==> src/rtl/status_array_ctrl.sv <==
// status_array_ctrl: sequencer/arbiter in front of the 1R1W status SRAM.
// Zero-sweeps every row after reset and on flush, then round-robins the
// array between the lookup (read) and fill (write) requesters, never issuing
// a read and a write in the same cycle.
// Optional build macro: STATUS_CTRL_PERF_EN enables the conflict counter.
module status_array_ctrl #(
   parameter int unsigned TAG_WIDTH  = 1,
   parameter int unsigned ADDR_WIDTH = 4,
   parameter int unsigned NUM_ROWS   = 16,
   parameter int unsigned ROW_WIDTH  = 8,
   parameter int unsigned NUM_BLOCKS = 8
) (
   input  logic                  clk,
   input  logic                  arst_n,
   input  logic                  i_lk_valid,
   input  logic [ADDR_WIDTH-1:0] i_lk_addr,
   input  logic [TAG_WIDTH-1:0]  i_lk_tag,
   output logic                  o_lk_ready,
   input  logic                  i_fill_valid,
   input  logic [ADDR_WIDTH-1:0] i_fill_addr,
   input  logic [ROW_WIDTH-1:0]  i_fill_data,
   input  logic [NUM_BLOCKS-1:0] i_fill_wmask,
   output logic                  o_fill_ready,
   input  logic                  i_flush,
   output logic                  o_init_done,
   input  logic                  i_sa_ready,
   output logic                  o_sa_r_valid,
   output logic [ADDR_WIDTH-1:0] o_sa_r_addr,
   output logic [TAG_WIDTH-1:0]  o_sa_tag,
   output logic                  o_sa_w_valid,
   output logic [ADDR_WIDTH-1:0] o_sa_w_addr,
   output logic [ROW_WIDTH-1:0]  o_sa_w_data,
   output logic [NUM_BLOCKS-1:0] o_sa_w_wmask,
   output logic [15:0]           o_conflict_cnt
);

   typedef enum logic [1:0] {
      ST_INIT  = 2'd0,
      ST_RUN   = 2'd1,
      ST_FLUSH = 2'd2
   } state_t;

   typedef enum logic {
      GNT_LK   = 1'b0,
      GNT_FILL = 1'b1
   } grant_t;

   localparam logic [ADDR_WIDTH-1:0] LAST_ROW = ADDR_WIDTH'(NUM_ROWS - 1);

   state_t                  state, state_nxt;
   grant_t                  last_grant, last_grant_nxt;
   logic [ADDR_WIDTH-1:0]   row_cnt;
   logic                    last_row;
   logic                    sweep;
   logic                    grant_lk;
   logic                    grant_fill;

   assign last_row     = (row_cnt == LAST_ROW);
   assign o_lk_ready   = grant_lk;
   assign o_fill_ready = grant_fill;
   assign o_init_done  = (state == ST_RUN);

   // Next-state, sweep enable and round-robin grant; everything idles while the array is halted.
   always_comb begin
      state_nxt      = state;
      last_grant_nxt = last_grant;
      sweep          = 1'b0;
      grant_lk       = 1'b0;
      grant_fill     = 1'b0;
      if (i_sa_ready) begin
         case (state)
            ST_INIT, ST_FLUSH: begin
               sweep = 1'b1;
               if (last_row) state_nxt = ST_RUN;
            end
            ST_RUN: begin
               if (i_flush) begin
                  state_nxt = ST_FLUSH;
               end else if (i_lk_valid && i_fill_valid) begin
                  if (last_grant == GNT_FILL) grant_lk   = 1'b1;
                  else                        grant_fill = 1'b1;
               end else if (i_lk_valid) begin
                  grant_lk = 1'b1;
               end else if (i_fill_valid) begin
                  grant_fill = 1'b1;
               end
               if (grant_lk)        last_grant_nxt = GNT_LK;
               else if (grant_fill) last_grant_nxt = GNT_FILL;
            end
            default: state_nxt = ST_INIT;
         endcase
      end
   end

   // State, round-robin pointer and sweep row counter.
   always_ff @(posedge clk or negedge arst_n) begin
      if (!arst_n) begin
         state      <= ST_INIT;
         last_grant <= GNT_FILL;
         row_cnt    <= '0;
      end else begin
         state      <= state_nxt;
         last_grant <= last_grant_nxt;
         if (sweep) row_cnt <= last_row ? '0 : row_cnt + 1'b1;
      end
   end

   // Registered array command port; address/data/tag registers only load on their own grant.
   always_ff @(posedge clk or negedge arst_n) begin
      if (!arst_n) begin
         o_sa_r_valid <= 1'b0;
         o_sa_r_addr  <= '0;
         o_sa_tag     <= '0;
         o_sa_w_valid <= 1'b0;
         o_sa_w_addr  <= '0;
         o_sa_w_data  <= '0;
         o_sa_w_wmask <= '0;
      end else if (i_sa_ready) begin
         if (sweep) begin
            o_sa_r_valid <= 1'b0;
            o_sa_w_valid <= 1'b1;
            o_sa_w_addr  <= row_cnt;
            o_sa_w_data  <= '0;
            o_sa_w_wmask <= '1;
         end else begin
            o_sa_r_valid <= grant_lk;
            o_sa_w_valid <= grant_fill;
            if (grant_lk) begin
               o_sa_r_addr <= i_lk_addr;
               o_sa_tag    <= i_lk_tag;
            end
            if (grant_fill) begin
               o_sa_w_addr  <= i_fill_addr;
               o_sa_w_data  <= i_fill_data;
               o_sa_w_wmask <= i_fill_wmask;
            end
         end
      end
   end

`ifdef STATUS_CTRL_PERF_EN
   logic [15:0] conflict_cnt;

   // Counts RUN cycles where both requesters compete and one of them stalls; saturating.
   always_ff @(posedge clk or negedge arst_n) begin
      if (!arst_n) begin
         conflict_cnt <= '0;
      end else if ((state == ST_RUN) && i_sa_ready && i_lk_valid && i_fill_valid &&
                   !i_flush && (conflict_cnt != 16'hFFFF)) begin
         conflict_cnt <= conflict_cnt + 16'd1;
      end
   end

   assign o_conflict_cnt = conflict_cnt;
`else
   assign o_conflict_cnt = 16'h0000;
`endif

endmodule

==> config.mk <==
export PLATFORM = sky130hd
export DESIGN_NAME = status_array_ctrl
export DESIGN_NICKNAME = d
export VERILOG_FILES = /design/src/rtl/status_array_ctrl.sv
export SDC_FILE = /design/constraint.sdc
export NUM_CORES = 1
export LEC_CHECK = 0
export ABC_AREA = 0
export BUFFER_PORTS_ARGS = -buffer_cell sky130_fd_sc_hd__buf_2
export CAP_MARGIN = 25
export CORE_MARGIN = 10
export CORE_UTILIZATION = 48
export CTS_BUF_LIST = sky130_fd_sc_hd__clkbuf_2
export DETAILED_ROUTE_END_ITERATION = 8
export GPL_TIMING_DRIVEN = 0
export PLACE_DENSITY = 0.94
export SETUP_SLACK_MARGIN = 0.05
export SLEW_MARGIN = 20
export SYNTH_ARGS = -nofsm -noshare
export SYNTH_HDL_FRONTEND = slang
export SYNTH_SLANG_ARGS = --single-unit
==> constraint.sdc <==
create_clock -name clk -period 2.4 [get_ports clk]
set_clock_uncertainty 0.15 [all_clocks]
set_input_delay 0.48 -clock clk [delete_from_list [all_inputs] [get_ports clk]]
set_output_delay 0.48 -clock clk [all_outputs]
set_load 0.03 [all_outputs]
==> results.toml <==
[pwr]
ir_drop_uv = 298
p_leak_nw = 1.11
p_per_area_nw_per_um2 = 787
total_power_mw = 1.67

[global_routing]
grt_pass1_vias = 1433
grt_antenna_before_repair = 0
grt-ovfl-total = 0
track_usage = 0.134
grt_pass1_wl_um = 6710
grt_max_degree = 35

[outcome]
status = "completed"

[final_layout]
area_delta_synth_final_pct = 31.6
multi_input_area_um2 = 617
final_cell_count_no_fill = 295
diodes = 0
final_cell_mix = "buf_2 (58), dfrtp_1 (32), buf_4 (25), conb_1 (16), inv_1 (15)"
postLayoutCellArea_um2 = 2130
register_area_um2 = 853
drive_above_1_share = 0.414
layout_commonest_cell = "buf_2"
fill_cells = 270
nets = 280

[logic_synthesis]
synth_area_um2 = 1620
async_flop_share = 1.00
synth_area_leaders = "dfrtp_1 (51%), buf_4 (7.4%), o21ai_0 (4.3%)"
synth_ff_type = "dfrtp_1"
ys_types = 32
syn_area_per_cell_um2 = 9.98
ys_warn_count = 0
synth_top_area_frac = 0.511
synth-seq-cells = 34
synth_edf_count = 0
synthesis.instances = 162
yosys.area.top_type = "dfrtp_1"
synth-seq-area-share = 0.527

[clocking]
cts_root_buf = "clkbuf_2"
insertion_delay_ns = 0.35
htreeDepth = 2
cts_buffers = 5
cts_tree = "done"
cts.reportedPaths.clkPinSlew_ns = 0.17
cts_sinks = 34
clk_path_buf_depth = 2

[die]
die_h_um = 78.0
initial_core_util = 0.492
die_w_um = 78.0
dieArea_um2 = 6090
rows = 21
placeableCoreArea_um2 = 3280
pin_count = 77

[timing]
finalCritPeriodShare = 0.939
hold_viol = 0
rsz0062_at_grt = "yes"
finalSetupTns_ns = 0
slew_violations = 0
tightestPinTransition_ns = 0.716
finalCriticalPeriod_ns = 2.25
maxSlewHeadroom = 0.523
max_freq_mhz = 444
setup_viol = 0

[setup_path]
cp_max_fo = 10
critPathCaptureType = "output pin"
path_class = "reg -> out"
r2r_slack_ns = 0.58
cp.arrival_ns = 1.62
worstPathRequired_ns = 1.77
crit_path_start_kind = "flop"

[detailed_routing]
drc_errors = 0
dr_total_vias = 1368
wire_per_inst_um = 13.8
routed_via_density = 4.64
drtIter0Drc = 82
drt-total-wl_um = 4070
postRouteAntennaNets = 0
first_pass_iters = 4

[placement]
dpl_cell_area_um2 = 2030
gp_congestion = 0.736
dp_cells = 283
dp_hpwl_um = 3180
io_buffers = 60

[job]
cap_viol_max_count = 0

[worst_hold_path]
min_path_type = "in -> async"
-- registers in the layout, summed over array words and instances (netlist names) --
name and count:
o_sa_r_valid 1, o_sa_w_wmask 8, o_sa_w_data 8, o_sa_w_addr 4
row_cnt 4, state 2, last_grant 1, o_sa_r_addr 4
o_sa_tag 1, o_sa_w_valid 1
-- synth_stat cells, types with 2 or more instances --
| cell | count |
|---|---|
| o31ai_1 | 2 |
| nor2b_1 | 2 |
| a21oi_1 | 9 |
| nor3_1 | 8 |
| o221a_1 | 2 |
| nand2b_1 | 4 |
| o211ai_1 | 8 |
| nand3_1 | 3 |
| clkbuf_1 | 5 |
| mux2_2 | 5 |
| nor2_1 | 8 |
| nand2_1 | 11 |
| buf_2 | 2 |
| inv_1 | 15 |
| dfrtp_1 | 33 |
| o21ai_0 | 14 |
| buf_4 | 16 |
-- repair_timing --
| item | 4_1_cts | 5_1_grt |
|---|---|---|
| setup buffers | 1 | 5 |
| resized for setup | 4 | 3 |
| endpoints found under the setup margin | 1 | 2 |
| pin swaps | 0 | 2 |
| hold buffers | 0 | 0 |
-- routing by layer --
metal,vias to the layer above,share of wire,track usage
met5,-,0,0
met4,0,0.014,0.0663
met2,44,0.52,0.231
met1,626,0.38,0.140
met3,5,0.085,0.0513
li1,693,-,-
-- path summary, 6_finish.rpt --
kind,start,to,cells after the start
min in group clk,i_fill_data[1],o_sa_w_data[1],3
setup reg to reg,state[1],o_sa_w_addr[2],6
setup / recovery,state[1],o_fill_ready,5
hold / removal,arst_n,o_sa_w_data[1],1
max in group asynchronous,arst_n,state[0],1
hold reg to reg,o_sa_w_valid,o_sa_w_valid,1
-- power by group --
part           switching (mW)  internal, mW  total (mW)
clock                   0.175        0.0718       0.247
combinational           0.395         0.233       0.627
sequential             0.0967         0.702       0.799
total                   0.667          1.01        1.67
-- metrics by stage --
step | hold slack (ns) | utilization | setup slack (ns)
3_3_place_gp | 0.314 | 0.618 | 0.0276
4_1_cts | 0.0125 | 0.633 | 0.0549
6_report | 0.00737 | 0.648 | 0.146
5_1_grt | 0.0272 | 0.648 | 0.0270
3_5_place_dp | 0.319 | 0.618 | 0.0154
2_1_floorplan | 0.0344 | - | 0.313
-- cells by family (layout without fill, tap and decap cells) --
kind of cell,Yosys count,after routing,synth area share
AO/OA/AOI/OAI,42,42,0.167
XOR/XNOR,1,1,0.00542
adder cells (fa/ha/maj),1,1,0.00774
buffers and inverters,39,111,0.134
flip-flops,34,34,0.527
multiplexers,5,5,0.0348
other,1,16,0.00232
AND/OR/NAND/NOR,39,39,0.122
-- critical path, stage by stage (launching register included) --
cell,delay (ns)
dfrtp_1,0.42
nand4bb_1,0.19
buf_4,0.19
or2_4,0.26
inv_1,0.06
buf_4,0.15
-- layout make-up --
class / count / share of cell area
multi-input combinational: 104 / 0.290
clock buffer: 6 / 0.0141
timing repair buffer: 66 / 0.165
inverter: 15 / 0.0265
tap: 46 / 0.0271
buffer: 22 / 0.0724
clock inverter: 2 / 0.00412
sequential: 34 / 0.401
Note: power is estimated with default switching activity, not from simulation.
